## src/rtl/reg_fifo_pkg.sv

```systemverilog
// reg_fifo_pkg
//   Shared types and helpers for the register-based FIFO.
//   fifo_op_e : the accepted operation in a cycle, encoded as {push_ok, pop_ok}
//   ptr_width : pointer width for a given depth, never less than 1 bit
package reg_fifo_pkg;

  typedef enum logic [1:0] {
    OP_IDLE = 2'b00,
    OP_POP  = 2'b01,
    OP_PUSH = 2'b10,
    OP_BOTH = 2'b11
  } fifo_op_e;

  function automatic int ptr_width(input int depth);
    return (depth > 1) ? $clog2(depth) : 1;
  endfunction

endpackage

```

## src/rtl/reg_fifo_reg_n.sv

```systemverilog
// reg_n
//   Parametrised enabled register with asynchronous active-low clear.
//   This is the general replacement for the old fixed-width registers.
// Ports
//   clk : rising-edge clock
//   clr : asynchronous active-low clear, forces q to 0
//   en  : load enable
//   d   : WIDTH-bit data in
//   q   : WIDTH-bit registered data out
module reg_n #(
  parameter int WIDTH = 17
) (
  input  logic             clk,
  input  logic             clr,
  input  logic             en,
  input  logic [WIDTH-1:0] d,
  output logic [WIDTH-1:0] q
);

  always_ff @(posedge clk or negedge clr) begin
    if (!clr) begin
      q <= '0;
    end else if (en) begin
      q <= d;
    end
  end

endmodule

```

## src/rtl/reg_fifo.sv

```systemverilog
// reg_fifo
//   Register-based first-word-fall-through FIFO. Each stored word is a reg_n;
//   data never moves, only the read/write pointers do.
// Ports
//   clk         : rising-edge clock
//   reset       : asynchronous active-low reset (pointers, count, flags, storage)
//   clear       : synchronous flush, overrides wr_en/rd_en, clears sticky flags
//   wr_en       : push request
//   wr_data     : word to push
//   rd_en       : pop request
//   rd_data     : head word, 0 when empty
//   full        : count == DEPTH
//   empty       : count == 0
//   almost_full : count >= AFULL_LVL
//   count       : occupancy
//   overflow    : sticky, a push was rejected
//   underflow   : sticky, a pop was rejected
module reg_fifo
  import reg_fifo_pkg::*;
#(
  parameter int WIDTH     = 17,
  parameter int DEPTH     = 4,
  parameter int AFULL_LVL = 3
) (
  input  logic                       clk,
  input  logic                       reset,
  input  logic                       clear,
  input  logic                       wr_en,
  input  logic [WIDTH-1:0]           wr_data,
  input  logic                       rd_en,
  output logic [WIDTH-1:0]           rd_data,
  output logic                       full,
  output logic                       empty,
  output logic                       almost_full,
  output logic [$clog2(DEPTH+1)-1:0] count,
  output logic                       overflow,
  output logic                       underflow
);

  localparam int CW = $clog2(DEPTH + 1);
  localparam int PW = ptr_width(DEPTH);

  logic [PW-1:0]    wr_ptr_reg, wr_ptr_next;
  logic [PW-1:0]    rd_ptr_reg, rd_ptr_next;
  logic [CW-1:0]    count_reg, count_next;
  logic             overflow_reg, overflow_next;
  logic             underflow_reg, underflow_next;
  logic [WIDTH-1:0] word_q [DEPTH];
  logic             push_ok, pop_ok;
  fifo_op_e         op;

  // Flags come only from registered count.
  assign full        = (count_reg == CW'(DEPTH));
  assign empty       = (count_reg == '0);
  assign almost_full = (count_reg >= CW'(AFULL_LVL));
  assign count       = count_reg;
  assign overflow    = overflow_reg;
  assign underflow   = underflow_reg;

  // A push into a full FIFO is allowed when a pop frees the head slot in the
  // same cycle; wr_ptr then equals rd_ptr, so the new word lands in that slot.
  assign push_ok = wr_en & (~full | rd_en);
  assign pop_ok  = rd_en & ~empty;
  assign op      = fifo_op_e'({push_ok, pop_ok});

  genvar gi;
  generate
    for (gi = 0; gi < DEPTH; gi++) begin : g_word
      logic load;
      assign load = push_ok & ~clear & (wr_ptr_reg == PW'(gi));
      reg_n #(.WIDTH(WIDTH)) u_word (
        .clk (clk),
        .clr (reset),
        .en  (load),
        .d   (wr_data),
        .q   (word_q[gi])
      );
    end
  endgenerate

  // Head mux written as a compare loop so a non-power-of-2 DEPTH never
  // indexes past the storage array.
  always_comb begin
    rd_data = '0;
    if (!empty) begin
      for (int i = 0; i < DEPTH; i++) begin
        if (rd_ptr_reg == PW'(i)) begin
          rd_data = word_q[i];
        end
      end
    end
  end

  always_comb begin
    wr_ptr_next    = wr_ptr_reg;
    rd_ptr_next    = rd_ptr_reg;
    count_next     = count_reg;
    overflow_next  = overflow_reg;
    underflow_next = underflow_reg;
    if (clear) begin
      wr_ptr_next    = '0;
      rd_ptr_next    = '0;
      count_next     = '0;
      overflow_next  = 1'b0;
      underflow_next = 1'b0;
    end else begin
      if (push_ok) begin
        wr_ptr_next = (wr_ptr_reg == PW'(DEPTH - 1)) ? '0 : wr_ptr_reg + PW'(1);
      end
      if (pop_ok) begin
        rd_ptr_next = (rd_ptr_reg == PW'(DEPTH - 1)) ? '0 : rd_ptr_reg + PW'(1);
      end
      case (op)
        OP_PUSH: count_next = count_reg + CW'(1);
        OP_POP:  count_next = count_reg - CW'(1);
        default: count_next = count_reg;
      endcase
      if (wr_en && !push_ok) overflow_next  = 1'b1;
      if (rd_en && !pop_ok)  underflow_next = 1'b1;
    end
  end

  always_ff @(posedge clk or negedge reset) begin
    if (!reset) begin
      wr_ptr_reg    <= '0;
      rd_ptr_reg    <= '0;
      count_reg     <= '0;
      overflow_reg  <= 1'b0;
      underflow_reg <= 1'b0;
    end else begin
      wr_ptr_reg    <= wr_ptr_next;
      rd_ptr_reg    <= rd_ptr_next;
      count_reg     <= count_next;
      overflow_reg  <= overflow_next;
      underflow_reg <= underflow_next;
    end
  end

endmodule

```

## config.mk

```make
export PLATFORM = sky130hd
export DESIGN_NAME = reg_fifo
export DESIGN_NICKNAME = d
export VERILOG_FILES = /design/src/rtl/reg_fifo_pkg.sv /design/src/rtl/reg_fifo_reg_n.sv /design/src/rtl/reg_fifo.sv
export SDC_FILE = /design/constraint.sdc
export NUM_CORES = 1
export LEC_CHECK = 0
export BUFFER_PORTS_ARGS = -buffer_cell sky130_fd_sc_hd__buf_2
export CAP_MARGIN = 10
export CORE_MARGIN = 1
export CORE_UTILIZATION = 59
export DETAILED_ROUTE_END_ITERATION = 10
export PLACE_DENSITY = 0.89
export SYNTH_ARGS = -nofsm -noshare
export SYNTH_HDL_FRONTEND = slang
export SYNTH_HIERARCHICAL = 1
export SYNTH_SLANG_ARGS = --single-unit
```

## constraint.sdc

```tcl
create_clock -name clk -period 2.88 [get_ports clk]
set_input_delay 0 -clock clk [delete_from_list [all_inputs] [get_ports clk]]
set_output_delay 0 -clock clk [all_outputs]
set_load 0.02 [all_outputs]
```

==> results of run 1 <==
layout make-up:
class / count / area, um^2
Clock inverter: 6 / 67.56
Timing Repair Buffer: 76 / 525.5
Fill cell: 512 / 2016
Inverter: 21 / 78.83
Multi-Input combinational cell: 201 / 1922
Clock buffer: 10 / 137.6
Sequential cell: 77 / 1927
Tap cell: 96 / 120.1
worst max-delay path, cell delays in order, from the launching register on:
cell,delay (ps)
dfrtp_1,410
inv_1,130
ha_1,180
nor2b_4,530
a221oi_1,190
a211o_1,290
a21oi_1,120
buf_2,180
worst paths after layout:
kind	startpoint	slack, ps	depth (start not counted)	to
worst max-delay path	rd_ptr_reg[0]$_DFFE_PN0P_	520	7	rd_data[16]
worst min-delay path	rd_en	40	3	count[2]$_DFFE_PN0P_
worst max register to register	count[2]$_DFFE_PN0P_	810	5	g_word[1].u_word/q[4]$_DFFE_PN0P_
worst min register to register	underflow$_DFFE_PN0P_	510	2	underflow$_DFFE_PN0P_
max in group asynchronous	reset	1910	2	rd_ptr_reg[1]$_DFFE_PN0P_
min in group asynchronous	reset	310	2	g_word[0].u_word/q[9]$_DFFE_PN0P_
kinds of logic after synthesis:
| logic type | after synthesis | share of synthesized area (%) |
|---|---|---|
| flops | 77 | 46.18 |
| fa+ha+maj | 9 | 2.879 |
| compound gates | 68 | 13.91 |
| xor+xnor | 2 | 0.4199 |
| mux | 70 | 22.43 |
| buf+inv | 48 | 7.886 |
| simple gates | 52 | 6.297 |
repair_timing:
action	4_1_cts	5_1_grt
gates resized for setup	0	0
hold endpoints to repair	154	0
hold buffers	19	0
power groups by stage:
stage	Clock [uW]	Combinational (uW)	Sequential, uW
2_1_floorplan	0	1090	1600
3_3_place_gp	0	1260	1650
3_5_place_dp	0	1310	1660
4_1_cts	844	1340	1650
5_1_grt	892	1450	1700
6_report	832	1340	1660
cell usage after synthesis (all sizes together):
cell type and n:
dfrtp 77, mux2 68, a21oi 24, inv 21
nand2 18, a211o 16, a221oi 16, buf 16
nor2 13, clkbuf 11, ha 8, and2 7
nand2b 6, o21ai 3, a21o 2, a31oi 2
mux2i 2, nor3 2, o21bai 2, xnor2 2
a22oi 1, fa 1, nand3 1, nand3b 1
nor2b 1, nor3b 1, nor4 1, nor4b 1
o211ai 1, o21a 1
per-stage QoR:
stage,util [%],cell area [um^2],std cells,power [uW]
after floorplan,-,4173,326,2697
after global placement,64.11,4355,451,2906
after detailed placement,64.11,4355,451,2977
after CTS,69.93,4751,486,3841
after global routing,70.33,4778,487,4039
final,70.33,4778,487,3829
layer usage:
| metal | up-vias | share of wire (%) | track usage (%) |
|---|---|---|---|
| li1 | 1264 | - | - |
| met1 | 1393 | 44 | 31.93 |
| met2 | 70 | 50 | 40.04 |
| met3 | 11 | 4.7 | 5.294 |
| met4 | 0 | 1.1 | 10.30 |
| met5 | - | 0 | 0 |
==> qor.csv, run 1 <==
metric,value,unit
post_drt_wl_per_cell,17.38,um
fin_crit_sh,82.08,%
cp_data_arrival_time,2360,ps
cts_inserted_buffers,9,
overflow,0,
vias_per_cell,5.622,
p_int,2572,uW
num_io_pins,47,
clk_latency,360,ps
start_util,61.42,%
drcViolationCount,0,
die_h,86.10,um
grt_pass1_wl,13.92,mm
place_hpwl,5.223,mm
worstMarginPinSlew,956.4,ps
ant_nets,0,
grt.total_usage,24.57,%
root_buffer,clkbuf_8,
tns,0,ps
portBuffers,46,
hold_slack,40.85,ps
final_common_cell,dfrtp_1,
path_clk_slew,80,ps
place_congestion,0.7544,
place_ws,846.0,ps
cts_sinks,77,
nNetsFinal,417,
clk_path_buf_depth,2,
ir_drop,0.4599,mV
hold_path_class,in2reg,
max-cap-violations,0,
ys_seq_area_share,46.18,%
drive_gt1_share,41.94,%
vias,2738,
swShare,32.84,%
status,"finished, final reports clean",
rows,30,
rsz0062_at_grt,false,
power.switching,1258,uW
dieArea,7412,um^2
yosys_register_bits,77,
synth_top_area_share,46.18,%
max_slew_margin,36.24,%
setup_viol,0,
grt_start_max_net_pins,78,
post-cts-setup-buffers,0,
synth_top_cell_by_area,dfrtp_1,
worstPathMaxFanout,16,
synthTopCellsByArea,"dfrtp_1 46%, mux2_4 14%, mux2_2 7.6%",
grt_pass1_vias,2809,
synth_cells,326,
p_clk_share,21.7,%
end_kind,output port,
skew,15.33,ps
syn_area,4173,um^2
slew_violations,0,
p_leak,0.002239,uW
cp-start-kind,flop,
syn_area_per_cell,12.80,um^2
max_freq,423.0,MHz
netlist-cell-type-count,39,
final.setup.worst_slack,516.2,ps
fin_crit,2364,ps
num_antenna_cells,0,
synth_nets,357,
drt_wl_total,8.463,mm
mostFrequentLayoutCells,"77 x dfrtp_1, 45 x buf_2, 40 x mux2_4",
dr.pass1.iters,4,
h-tree-depth,3,
power_density,801.4,nW/um^2
die-width,86.10,um
syn2layout_area_growth,14.51,%
yosysWarnings,6,
core-area,6794,um^2
largest_reg_flops,68,
p_comb_share,35.0,%
hold_viol,0,
drt_iter0_drc,92,
worstSetupPathType,reg2out,
seq_power_share,43.3,%
worst_ep_required_time,2880,ps
cts_tree,yes,
antenna_found_initial,0,
Power figures use the tool's default switching activity.
==> inputs of run 2 (changes only) <==
--- a/config.mk
+++ b/config.mk
@@ -5,12 +5,13 @@
 export SDC_FILE = /design/constraint.sdc
 export NUM_CORES = 1
 export LEC_CHECK = 0
+export ABC_AREA = 1
 export BUFFER_PORTS_ARGS = -buffer_cell sky130_fd_sc_hd__buf_2
 export CAP_MARGIN = 10
 export CORE_MARGIN = 1
-export CORE_UTILIZATION = 59
+export CORE_UTILIZATION = 58
 export DETAILED_ROUTE_END_ITERATION = 10
-export PLACE_DENSITY = 0.89
+export PLACE_DENSITY = 0.88
 export SYNTH_ARGS = -nofsm -noshare
 export SYNTH_HDL_FRONTEND = slang
 export SYNTH_HIERARCHICAL = 1
==> constraint.sdc (replaced) <==
create_clock -name clk -period 2.3 [get_ports clk]
set_input_delay 0 -clock clk [delete_from_list [all_inputs] [get_ports clk]]
set_output_delay 0 -clock clk [all_outputs]
set_load 0.02 [all_outputs]
==> qor.csv, run 2 <==
metric,value,unit
synth_top_family_by_area,simple AND/OR/NAND/NOR gates,
p_int,3244,uW
drt_iter0_drc,196,
cts_sinks,77,
clk_latency,350,ps
place_area,4180,um^2
cp_data_arrival_time,2180,ps
grt.total_usage,28.13,%
synth.top_cells.by_count,"196 x nand2_1, 77 x dfrtp_1, 44 x a21oi_1, 25 x nor2_1, 22 x nand2_2",
rr_worst_depth,11,
yosysWarnings,6,
vias_per_cell,5.490,
tns,0,ps
synth_top_area_share,47.53,%
fin_crit_sh,94.86,%
yosys_register_bits,77,
p_comb_share,44.8,%
num_antenna_cells,0,
die-width,85.61,um
cts_inserted_buffers,9,
post-cts-setup-buffers,0,
grt_start_max_net_pins,78,
root_buffer,clkbuf_8,
core-area,6756,um^2
r2r_start,count[1]$_DFFE_PN0P_,
vias,3453,
ys_seq_area_share,47.53,%
synth_edf_count,0,
cpMaxStageDelayCell,ha_2,
nNetsFinal,576,
num_io_pins,47,
grt_pass1_wl,15.77,mm
synthTopCellsByArea,"dfrtp_1 48%, nand2_1 18%, a21oi_1 5.4%",
seq_power_share,40.0,%
place_ws,286.8,ps
drive_gt1_share,21.49,%
overflow,0,
worstPathMaxFanout,18,
antenna_found_initial,0,
p_leak,0.002416,uW
hold_viol,0,
place_congestion,0.8264,
synth_top_cell_by_area,dfrtp_1,
holdPathStages,5,
cp-start-kind,flop,
grt_pass1_vias,3394,
clk_path_buf_depth,2,
dieArea,7328,um^2
cts_tree,yes,
place_hpwl,5.985,mm
drt_wl_total,9.600,mm
p_clk_share,15.2,%
drcViolationCount,0,
largest_reg_flops,68,
synth_nets,515,
fin_area,4554,um^2
r2r_slack,240,ps
portBuffers,46,
skew,6.643,ps
muxShareOfSynthArea,0,%
syn_area_per_cell,8.376,um^2
start_util,60.00,%
worstHoldEndpoint,wr_ptr_reg[1]$_DFFE_PN0P_,
max_slew_margin,36.38,%
power_density,1240,nW/um^2
synth_xor_area_share,0.2160,%
worst_ep_required_time,2300,ps
post-synth-top-count-cell,nand2_1,
ant_nets,0,
netlist-cell-type-count,29,
synthAdderAreaFrac,2.963,%
ir_drop,0.7649,mV
max_freq,458.3,MHz
status,"finished, final reports clean",
synthArstFlopShare,100.0,%
slew_violations,0,
setup_viol,0,
final_common_cell,nand2_1,
crit_top_cell,a21oi_1,
ys.flop_type,dfrtp_1,
syn_area,4054,um^2
synth_cells,484,
rsz0062_at_grt,false,
reg2reg_to,count[2]$_DFFE_PN0P_,
utilization,67.41,%
max-cap-violations,0,
hold_path_class,in2reg,
path_clk_slew,70,ps
die_h,85.61,um
worstMarginPinSlew,954.3,ps
dr.pass1.iters,5,
mostFrequentLayoutCells,"196 x nand2_1, 77 x dfrtp_1, 45 x buf_2",
finalPower,5646,uW
syn2layout_area_growth,12.35,%
swShare,42.54,%
final.setup.worst_slack,118.2,ps
cp_cell_sequence,"inv_1, ha_2, a21oi_1, or3_1, a21oi_1, buf_2",
h-tree-depth,3,
power.switching,2402,uW
synth_compound_area_share,11.14,%
fin_crit,2182,ps
post_drt_wl_per_cell,15.26,um
synth_simple_gate_area_share,28.21,%
rows,30,
worstSetupPathType,reg2out,
min-delay-start,wr_en,
end_kind,output port,
slowest_delay,480,ps
## run 2: cell count changes after synthesis, sizes merged, moves of 5 or more
| cell | previous run | this run |
|---|---|---|
| nand2 | 18 | 218 |
| mux2 | 68 | 0 |
| a21oi | 24 | 53 |
| o21ai | 3 | 20 |
| or3 | 0 | 17 |
| a211o | 16 | 0 |
| a221oi | 16 | 0 |
| nor2 | 13 | 27 |
| and2 | 7 | 0 |
| clkbuf | 11 | 4 |
| nand3 | 1 | 8 |
| nand2b | 6 | 0 |
| buf | 16 | 21 |
## run 2: cells by family after synthesis
group	count (synthesis)
AND/OR/NAND/NOR	273
AO/OA/AOI/OAI	76
buffers and inverters	48
flip-flops	77
XOR/XNOR	1
adder cells (fa/ha/maj)	9
## run 2: repair_timing
| action | CTS | global route |
|---|---|---|
| hold buffers | 21 | 0 |
| pin swaps | 0 | 0 |
| endpoints found under the hold margin | 150 | 0 |
| gates cloned | 0 | 0 |
| endpoints found under the setup margin | 16 | 2 |
| resized for setup | 1 | 1 |
## run 2: layout make-up
type,count,area (um^2)
clock buffers,13,148.9
clock inverters,2,10.01
fillers,559,2202
inverters,23,123.9
multi-input cells,359,1729
flip-flops and latches,77,1927
well taps,80,100.1
repair buffers,75,515.5
## run 2: stage by stage
stage,instances,hold slack [ps]
after floorplan,484,-295.6
after global placement,593,204.4
after detailed placement,593,208.4
after CTS,629,17.33
after global routing,629,36.76
final,629,31.48
## run 2: how the worst max path moves through the flow
stage          slack, ps                      start  cells after the start                    to
4_1_cts              100  rd_ptr_reg[0]$_DFFE_PN0P_                      6           rd_data[11]
6_report             120  rd_ptr_reg[1]$_DFFE_PN0P_                      6            rd_data[4]
2_1_floorplan        410       count[1]$_DFFE_PN0P_                     11  count[2]$_DFFE_PN0P_
5_1_grt               10  rd_ptr_reg[1]$_DFFE_PN0P_                      6            rd_data[4]
3_3_place_gp         310  rd_ptr_reg[1]$_DFFE_PN0P_                      6            rd_data[4]
3_5_place_dp         290  rd_ptr_reg[1]$_DFFE_PN0P_                      6            rd_data[4]
## run 2: power groups by stage
stage / Clock [uW] / Sequential, uW / Combinational (uW)
global route: 937 / 2300 / 2800
floorplan: 0 / 2210 / 1890
detailed placement: 0 / 2260 / 2470
finish: 860 / 2260 / 2530
global placement: 0 / 2230 / 2380
CTS: 888 / 2240 / 2520
## run 2: worst max-delay path, delay by kind of cell, from the launching register on
| kind | cells | cell delay (ps) |
|---|---|---|
| adders and majority gates | 1 | 480 |
| AOI/OAI and AO/OA | 2 | 290 |
| and+or+nand+nor | 1 | 310 |
| DFF | 1 | 410 |
| buffers and inverters | 2 | 330 |
## run 2: routing by layer
layer	global-route usage [%]	share of wire (%)	wire (um)
met5	0	0	0
met1	34.12	42	3984
met2	48.58	49	4730
met4	11.06	1.8	168
met3	6.737	7.5	717
